===== config.mk =====
export PLATFORM = sky130hd
export DESIGN_NAME = uart_rx
export DESIGN_NICKNAME = d
export VERILOG_FILES = /design/src/rtl/uart_rx.sv
export SDC_FILE = /design/constraint.sdc
export NUM_CORES = 1
export LEC_CHECK = 0
export BUFFER_PORTS_ARGS = -buffer_cell sky130_fd_sc_hd__buf_2
export CORE_ASPECT_RATIO = 2
export CORE_MARGIN = 2
export CORE_UTILIZATION = 30
export CTS_BUF_LIST = sky130_fd_sc_hd__clkbuf_8
export CTS_CLUSTER_SIZE = 16
export DETAILED_ROUTE_END_ITERATION = 7
export GPL_TIMING_DRIVEN = 0
export PLACE_DENSITY = 0.49
export SLEW_MARGIN = 10
export SYNTH_ARGS = -nofsm -noshare
export SYNTH_HDL_FRONTEND = slang
export SYNTH_SLANG_ARGS = --single-unit

===== constraint.sdc =====
create_clock -name clk -period 2.8 [get_ports clk]
set_input_delay 0.42 -clock clk [delete_from_list [all_inputs] [get_ports clk]]
set_output_delay 0.42 -clock clk [all_outputs]
set_load 0.02 [all_outputs]

===== src/rtl/uart_rx.sv =====
// uart_rx: 8N1 UART receiver with a valid/ready byte output.
//   The rx line is synchronised through two flops, the start bit is confirmed at
//   mid-bit, and data bits are then sampled one bit period apart, LSB first.
// Ports:
//   clk         system clock
//   reset       asynchronous active-low reset
//   rx_i        serial input, idle high, asynchronous to clk
//   data_o      received byte, valid while valid_o=1
//   valid_o     byte available; cleared when valid_o && ready_i at a posedge
//   ready_i     consumer ready
//   frame_err_o one-cycle pulse when the stop bit is sampled low
//   overrun_o   one-cycle pulse when a byte completes while the previous is unconsumed
//   busy_o      high whenever the receiver is not idle
module uart_rx #(
    parameter int unsigned CLKS_PER_BIT = 174,
    parameter int unsigned DATA_BITS    = 8
) (
    input  logic                 clk,
    input  logic                 reset,
    input  logic                 rx_i,
    output logic [DATA_BITS-1:0] data_o,
    output logic                 valid_o,
    input  logic                 ready_i,
    output logic                 frame_err_o,
    output logic                 overrun_o,
    output logic                 busy_o
);

    localparam int unsigned CW = $clog2(CLKS_PER_BIT);
    localparam int unsigned IW = (DATA_BITS > 1) ? $clog2(DATA_BITS) : 1;

    localparam logic [CW-1:0] CNT_HALF = CW'(CLKS_PER_BIT / 2 - 1);
    localparam logic [CW-1:0] CNT_FULL = CW'(CLKS_PER_BIT - 1);
    localparam logic [IW-1:0] IDX_LAST = IW'(DATA_BITS - 1);

    localparam logic [2:0] S_IDLE  = 3'd0;
    localparam logic [2:0] S_START = 3'd1;
    localparam logic [2:0] S_DATA  = 3'd2;
    localparam logic [2:0] S_STOP  = 3'd3;
    localparam logic [2:0] S_BREAK = 3'd4;

    logic                 rx_meta;
    logic                 rx_s;
    logic [2:0]           state,   state_n;
    logic [CW-1:0]        cnt,     cnt_n;
    logic [IW-1:0]        bit_idx, bit_idx_n;
    logic [DATA_BITS-1:0] shreg,   shreg_n;
    logic                 byte_done_c;
    logic                 frame_err_c;

    // Two-flop synchroniser; resets to the idle (high) line level.
    always_ff @(posedge clk or negedge reset) begin
        if (!reset) begin
            rx_meta <= 1'b1;
            rx_s    <= 1'b1;
        end else begin
            rx_meta <= rx_i;
            rx_s    <= rx_meta;
        end
    end

    // FSM and datapath state register.
    always_ff @(posedge clk or negedge reset) begin
        if (!reset) begin
            state   <= S_IDLE;
            cnt     <= '0;
            bit_idx <= '0;
            shreg   <= '0;
        end else begin
            state   <= state_n;
            cnt     <= cnt_n;
            bit_idx <= bit_idx_n;
            shreg   <= shreg_n;
        end
    end

    // Next-state, bit timing and deserialisation.
    always_comb begin
        state_n     = state;
        cnt_n       = cnt;
        bit_idx_n   = bit_idx;
        shreg_n     = shreg;
        byte_done_c = 1'b0;
        frame_err_c = 1'b0;
        case (state)
            S_IDLE: begin
                if (!rx_s) begin
                    state_n = S_START;
                    cnt_n   = '0;
                end
            end
            S_START: begin
                if (cnt == CNT_HALF) begin
                    cnt_n     = '0;
                    bit_idx_n = '0;
                    // A line back high at mid-start is a glitch, not a frame.
                    state_n   = rx_s ? S_IDLE : S_DATA;
                end else begin
                    cnt_n = cnt + CW'(1);
                end
            end
            S_DATA: begin
                if (cnt == CNT_FULL) begin
                    cnt_n   = '0;
                    shreg_n = {rx_s, shreg[DATA_BITS-1:1]};
                    if (bit_idx == IDX_LAST) begin
                        state_n = S_STOP;
                    end else begin
                        bit_idx_n = bit_idx + IW'(1);
                    end
                end else begin
                    cnt_n = cnt + CW'(1);
                end
            end
            S_STOP: begin
                if (cnt == CNT_FULL) begin
                    cnt_n = '0;
                    if (rx_s) begin
                        byte_done_c = 1'b1;
                        state_n     = S_IDLE;
                    end else begin
                        frame_err_c = 1'b1;
                        state_n     = S_BREAK;
                    end
                end else begin
                    cnt_n = cnt + CW'(1);
                end
            end
            S_BREAK: begin
                // Wait out a held-low line so it is not seen as repeated starts.
                if (rx_s) begin
                    state_n = S_IDLE;
                end
            end
            default: begin
                state_n = S_IDLE;
                cnt_n   = '0;
            end
        endcase
    end

    // Registered outputs: handshake, overrun and error pulses.
    always_ff @(posedge clk or negedge reset) begin
        if (!reset) begin
            data_o      <= '0;
            valid_o     <= 1'b0;
            frame_err_o <= 1'b0;
            overrun_o   <= 1'b0;
            busy_o      <= 1'b0;
        end else begin
            frame_err_o <= frame_err_c;
            overrun_o   <= 1'b0;
            busy_o      <= (state_n != S_IDLE);
            if (valid_o && ready_i) begin
                valid_o <= 1'b0;
            end
            if (byte_done_c) begin
                // Accept the new byte if the slot is empty or being drained this edge.
                if (!valid_o || ready_i) begin
                    data_o  <= shreg;
                    valid_o <= 1'b1;
                end else begin
                    overrun_o <= 1'b1;
                end
            end
        end
    end

endmodule


==> results.json, run 1 <==
{
  "reg2regPathDepth": 5,
  "rsz0062_at_grt": "no",
  "synthTopCellsByArea": "dfrtp_1 (50%), mux2_4 (7.1%), mux2_2 (4.7%)",
  "portBuffers": 15,
  "row_count": 38,
  "multi_input_area_um2": 746,
  "synth_top_area_cell": "dfrtp_1",
  "async_reset_ff_frac": 1.00,
  "synth_seq_area_share": 0.534,
  "start_util": 0.312,
  "grt_max_degree": 37,
  "routed-via-count": 1169,
  "crit_path_end": "bit_idx[0]$_DFFE_PN0P_",
  "synthesis.nets": 156,
  "postCtsSetupRepairBufs": 0,
  "worstReg2RegStart": "cnt[4]$_DFFE_PN0P_",
  "placed_area_um2": 1840,
  "relSlewSlack": 0.390,
  "core_area_um2": 5420,
  "numCtsBuffers": 5,
  "cts_htree_levels": 2,
  "clkLatencyLatePin_ps": 280,
  "layout.filler_cells": 561,
  "synth_seq_cells": 36,
  "first_pass_iters": 3,
  "diodes": 0,
  "startpoint_type": "register",
  "gp_congestion": 0.831,
  "setup_viol": 0,
  "die_area_um2": 6290,
  "fp.dieH_um": 110,
  "hold_viol_final": 0,
  "rrSetupSlack_ps": 780,
  "cp.arrival_ps": 2230,
  "timing.fmax_ghz": 0.494,
  "fp.dieW_um": 57.1,
  "power_density_nw_per_um2": 505,
  "wl_mm": 3.37,
  "cts.clk_slew.worst_paths_ps": 70,
  "wire_per_inst_um": 14.7,
  "slew_viol_final": 0,
  "yosysUniqueCellTypes": 35,
  "grt_antenna_before_repair": 0,
  "cts_sinks": 36,
  "worstReg2RegEnd": "bit_idx[0]$_DFFE_PN0P_",
  "grt_util_all_layers": 0.123,
  "syn_area_um2": 1690,
  "drt_iter0_drc": 22,
  "clk_path_buf_depth": 2,
  "hold_path.class": "primary input to asynchronous set/reset pin",
  "finalCritPeriodShare": 0.722,
  "cts_tree": "done",
  "grt_pass1_wl_mm": 5.96,
  "synthMostInstantiatedCell": "dfrtp_1",
  "via_per_inst": 5.08,
  "setup.worst_path.start": "cnt[4]$_DFFE_PN0P_",
  "pin_count": 16,
  "grt_pass1_vias": 1183,
  "status": "complete, no violations",
  "maxCapViolCount": 0,
  "layout-drive-gt1-share": 0.265,
  "worst_pin_slew_ps": 908,
  "nets": 178,
  "path_max_fanout": 9,
  "grt_overflow_total": 0,
  "dpl.hpwl_mm": 2.50,
  "synth-main-ff-cell": "dfrtp_1",
  "critical_path_required_ps": 3000,
  "fin_worst_skew_ps": 2.75,
  "min_period_ps": 2020,
  "regArea_um2": 903,
  "irDropWorstVdd_mv": 0.265,
  "clock-root-buffer": "clkbuf_8",
  "syn_to_final_growth_pct": 15.5,
  "remaining_drc_errors": 0,
  "tns_ps": 0,
  "ant_nets": 0,
  "leakage_uw": 0.000946,
  "synth.top_cell.area_share": 0.503,
  "syn_avg_cell_area_um2": 11.5,
  "endpoint_kind": "register",
  "ctsResizeCount": 0,
  "synth_edf_count": 0,
  "crit_type": "register to register",
  "hold_buffers": 0,
  "fin_area_um2": 1950,
  "synth_common_cells": "dfrtp_1 (34), nand2_1 (17), o21ai_0 (10), mux2_4 (8)",
  "yosysWarnings": 0,
  "synth_cells": 147
}
cell type report:
type,instances,area share
buffer,3,0.0102
clock buffer,5,0.0352
clock inverter,3,0.0218
inverter,6,0.0115
multi-input combinational,102,0.382
sequential,36,0.463
tap,60,0.0384
timing repair buffer,15,0.0384
stage by stage:
stage                      util  hold WS [ps]  setup slack, ps  power, uW  std cells
after detailed placement  0.340           350              787        548        222
after global routing      0.360           214              540       1030        230
after global placement    0.340           347              812        547        222
after CTS                 0.360           218              766       1010        230
final                     0.360           222              778        986        230
after floorplan               -           124              921        535        147
critical path, stage by stage (launching register included):
cell     delay [ps]
dfrtp_1         470
or3b_1          440
or4_1           500
buf_6           180
nor2_4          140
mux2i_1         220
flip-flops by register name, indices dropped and copies added (netlist names), 3 cells and up:
name	flops
cnt	8
data_o	8
shreg	8
bit_idx	3
state	3
report_power, final:
group	total (uW)	switching [uW]	internal, uW	leakage [uW]
Sequential	524	1.68	522	0.000476
Clock	449	186	263	0.0000541
Combinational	12.9	10.5	2.35	0.000416
metal layers:
metal | part of all wire | global-route usage | vias up
met2 | 0.53 | 0.212 | 24
met5 | 0 | 0 | -
li1 | - | - | 565
met3 | 0.030 | 0.0233 | 9
met4 | 0.037 | 0.0731 | 0
met1 | 0.41 | 0.138 | 571
cell families (layout without fill, tap and decap cells):
kind of cell,Yosys count,in the layout,share of synthesized area
AOI/OAI and AO/OA,21,21,0.0725
xor gates and xnor gates,1,1,0.00518
adders and majority gates,5,5,0.0370
buffers and inverters,9,32,0.0251
DFF,36,36,0.534
muxes,20,20,0.148
and+or+nand+nor,55,55,0.178
cells in the final DEF (no fill, tap or decap), types with 2 or more instances in the layout:
cell type,instances
nand2b_1,3
clkbuf_8,5
mux2_2,7
nand3_1,4
nand4_1,3
mux2i_1,4
dfrtp_1,34
nor3b_1,3
nor2b_1,2
mux2_4,8
or2_2,2
inv_1,6
dfstp_2,2
o211ai_1,4
buf_2,16
and4_1,2
o21ai_0,10
a21oi_1,4
nand2_1,17
nor2_1,7
nor3_1,4
or4_1,2
ha_1,5
how the worst min path moves through the flow:
stage / to / cells past startpoint / slack [ps] / startpoint
final: data_o[5]$_DFFE_PN0P_ / 1 / 220 / reset
after global routing: rx_meta$_DFF_PN1_ / 1 / 210 / rx_i
after CTS: rx_meta$_DFF_PN1_ / 1 / 220 / rx_i
after detailed placement: rx_s$_DFF_PN1_ / 0 / 350 / rx_meta$_DFF_PN1_
after global placement: rx_s$_DFF_PN1_ / 0 / 350 / rx_meta$_DFF_PN1_
after floorplan: bit_idx[0]$_DFFE_PN0P_ / 0 / 120 / reset
No activity file was read; power rests on OpenSTA's default activity.
==> inputs of run 2 (changes only) <==
--- a/config.mk
+++ b/config.mk
@@ -13,7 +13,7 @@
 export CTS_CLUSTER_SIZE = 16
 export DETAILED_ROUTE_END_ITERATION = 7
 export GPL_TIMING_DRIVEN = 0
-export PLACE_DENSITY = 0.49
+export PLACE_DENSITY = 0.51
 export SLEW_MARGIN = 10
 export SYNTH_ARGS = -nofsm -noshare
 export SYNTH_HDL_FRONTEND = slang
==> constraint.sdc (replaced) <==
create_clock -name clk -period 1.7 [get_ports clk]
set_input_delay 0.255 -clock clk [delete_from_list [all_inputs] [get_ports clk]]
set_output_delay 0.255 -clock clk [all_outputs]
set_load 0.02 [all_outputs]
==> results.json, run 2 (same netlist as run 1, synthesis figures left out) <==
{
  "grt_max_degree": 37,
  "grt_pass1_vias": 1281,
  "critical_path_required_ps": 1880,
  "p_sw_uw": 333,
  "via_per_inst": 5.15,
  "grt_util_all_layers": 0.121,
  "cts.clk_slew.worst_paths_ps": 70,
  "cp.arrival_ps": 2100,
  "layout.cells.non_filler": 242,
  "layout-drive-gt1-share": 0.407,
  "power_density_nw_per_um2": 761,
  "start_util": 0.312,
  "place_ws_ps": -267,
  "min_period_ps": 1920,
  "fp.dieW_um": 57.1,
  "ant_nets": 0,
  "cts_sinks": 36,
  "grt_antenna_before_repair": 0,
  "syn_to_final_growth_pct": 26.6,
  "multi_input_area_um2": 830,
  "wire_per_inst_um": 14.7,
  "die_area_um2": 6290,
  "violations": "setup timing",
  "fp.dieH_um": 110,
  "crit_path_end": "shreg[7]$_DFFE_PN0P_",
  "p_int_uw": 1300,
  "diodes": 0,
  "path_max_fanout": 4,
  "reg2regPathDepth": 4,
  "cts_htree_levels": 2,
  "crit_type": "register to register",
  "pin_count": 16,
  "timing.fmax_ghz": 0.521,
  "gp_congestion": 0.832,
  "regArea_um2": 908,
  "setup_slack_ps": -218,
  "grt_pass1_wl_mm": 5.92,
  "relSlewSlack": 0.463,
  "clk_path_buf_depth": 2,
  "core_area_um2": 5420,
  "hold_path.class": "primary input to asynchronous set/reset pin",
  "setup.worst_path.start": "cnt[6]$_DFFE_PN0P_",
  "slew_viol_final": 0,
  "routed-via-count": 1247,
  "first_pass_iters": 4,
  "rsz0062_at_grt": "yes",
  "worst_pin_slew_ps": 805,
  "drt_iter0_drc": 34,
  "remaining_drc_errors": 0,
  "leakage_uw": 0.00102,
  "nets": 190,
  "p_clk_frac": 0.457,
  "row_count": 38,
  "clock-root-buffer": "clkbuf_8",
  "power.share.sequential": 0.529,
  "cts_tree": "done",
  "numCtsBuffers": 5,
  "worstReg2RegStart": "cnt[6]$_DFFE_PN0P_",
  "grt_overflow_total": 0,
  "dp.cells": 222,
  "endpoint_kind": "register",
  "wl_mm": 3.56,
  "fin_hold_ws_ps": 52.5,
  "layout.filler_cells": 530,
  "hold_viol_final": 0,
  "finalCritPeriodShare": 1.13,
  "portBuffers": 15,
  "startpoint_type": "register",
  "irDropWorstVdd_mv": 0.434,
  "status": "complete, but fails checks",
  "maxCapViolCount": 0,
  "fin_worst_skew_ps": 3.56,
  "dpl.hpwl_mm": 2.35,
  "reg_top3": "cnt (8), data_o (8), shreg (8)",
  "clkLatencyLatePin_ps": 290,
  "p_comb_frac": 0.013,
  "sw_frac_of_total": 0.204,
  "layout_commonest_cell": "dfrtp_1",
  "final_util": 0.395,
  "finalPower_uw": 1630,
  "rrSetupSlack_ps": -220,
  "setup_viol": 21,
  "worstReg2RegEnd": "shreg[7]$_DFFE_PN0P_",
  "final_cell_mix": "dfrtp_1 (30), nand2_1 (17), mux2_4 (16), buf_2 (15), buf_4 (13)",
  "hold_buffers": 0
}
[run 2: layer usage]
layer	up-vias	routed length [um]	global-route usage
met5	-	0	0
met4	0	77	0.0548
met3	11	118	0.0222
met2	25	2030	0.239
met1	621	1330	0.116
li1	590	-	-
[run 2: worst min path at each step]
stage                 startpoint                     end  slack [ps]  cells after the start
4_1_cts                     rx_i       rx_meta$_DFF_PN1_          60                      1
5_1_grt                     rx_i       rx_meta$_DFF_PN1_          50                      1
3_5_place_dp   rx_meta$_DFF_PN1_          rx_s$_DFF_PN1_         350                      0
3_3_place_gp   rx_meta$_DFF_PN1_          rx_s$_DFF_PN1_         350                      0
6_report                   reset   data_o[5]$_DFFE_PN0P_          50                      1
2_1_floorplan              reset  bit_idx[0]$_DFFE_PN0P_         -40                      0
[run 2: critical path: stages (launching register included)]
cell,delay [ps]
dfrtp_2,420
or3b_4,410
or4_4,500
buf_4,190
mux2_4,290
[run 2: area by class of cell]
class | count | area share
buffer | 2 | 0.0105
clock buffer | 5 | 0.0321
clock inverter | 3 | 0.0199
inverter | 6 | 0.0105
multi-input combinational | 102 | 0.387
sequential | 36 | 0.424
tap | 60 | 0.0350
timing repair buffer | 28 | 0.0806
[run 2: power by group through the flow]
stage | Sequential [uW] | Clock [uW] | Combinational (uW)
floorplan | 879 | 0 | 2.11
global placement | 880 | 0 | 22.1
detailed placement | 880 | 0 | 22.8
CTS | 863 | 762 | 23.3
global route | 863 | 798 | 25.8
finish | 863 | 746 | 21.7
[run 2: stage by stage]
stage / area, um^2 / setup TNS [ps]
2_1_floorplan: 1690 / -1130
3_3_place_gp: 1840 / -5630
3_5_place_dp: 1840 / -6520
4_1_cts: 2050 / -3430
5_1_grt: 2140 / -4940
6_report: 2140 / -2960
[run 2: timing repair]
item                                    4_1_cts  5_1_grt
gates cloned                                  1        0
gates resized for setup                      15       15
endpoints found under the setup margin       29       29
buffers inserted                              7        5
pin swaps                                     0        3
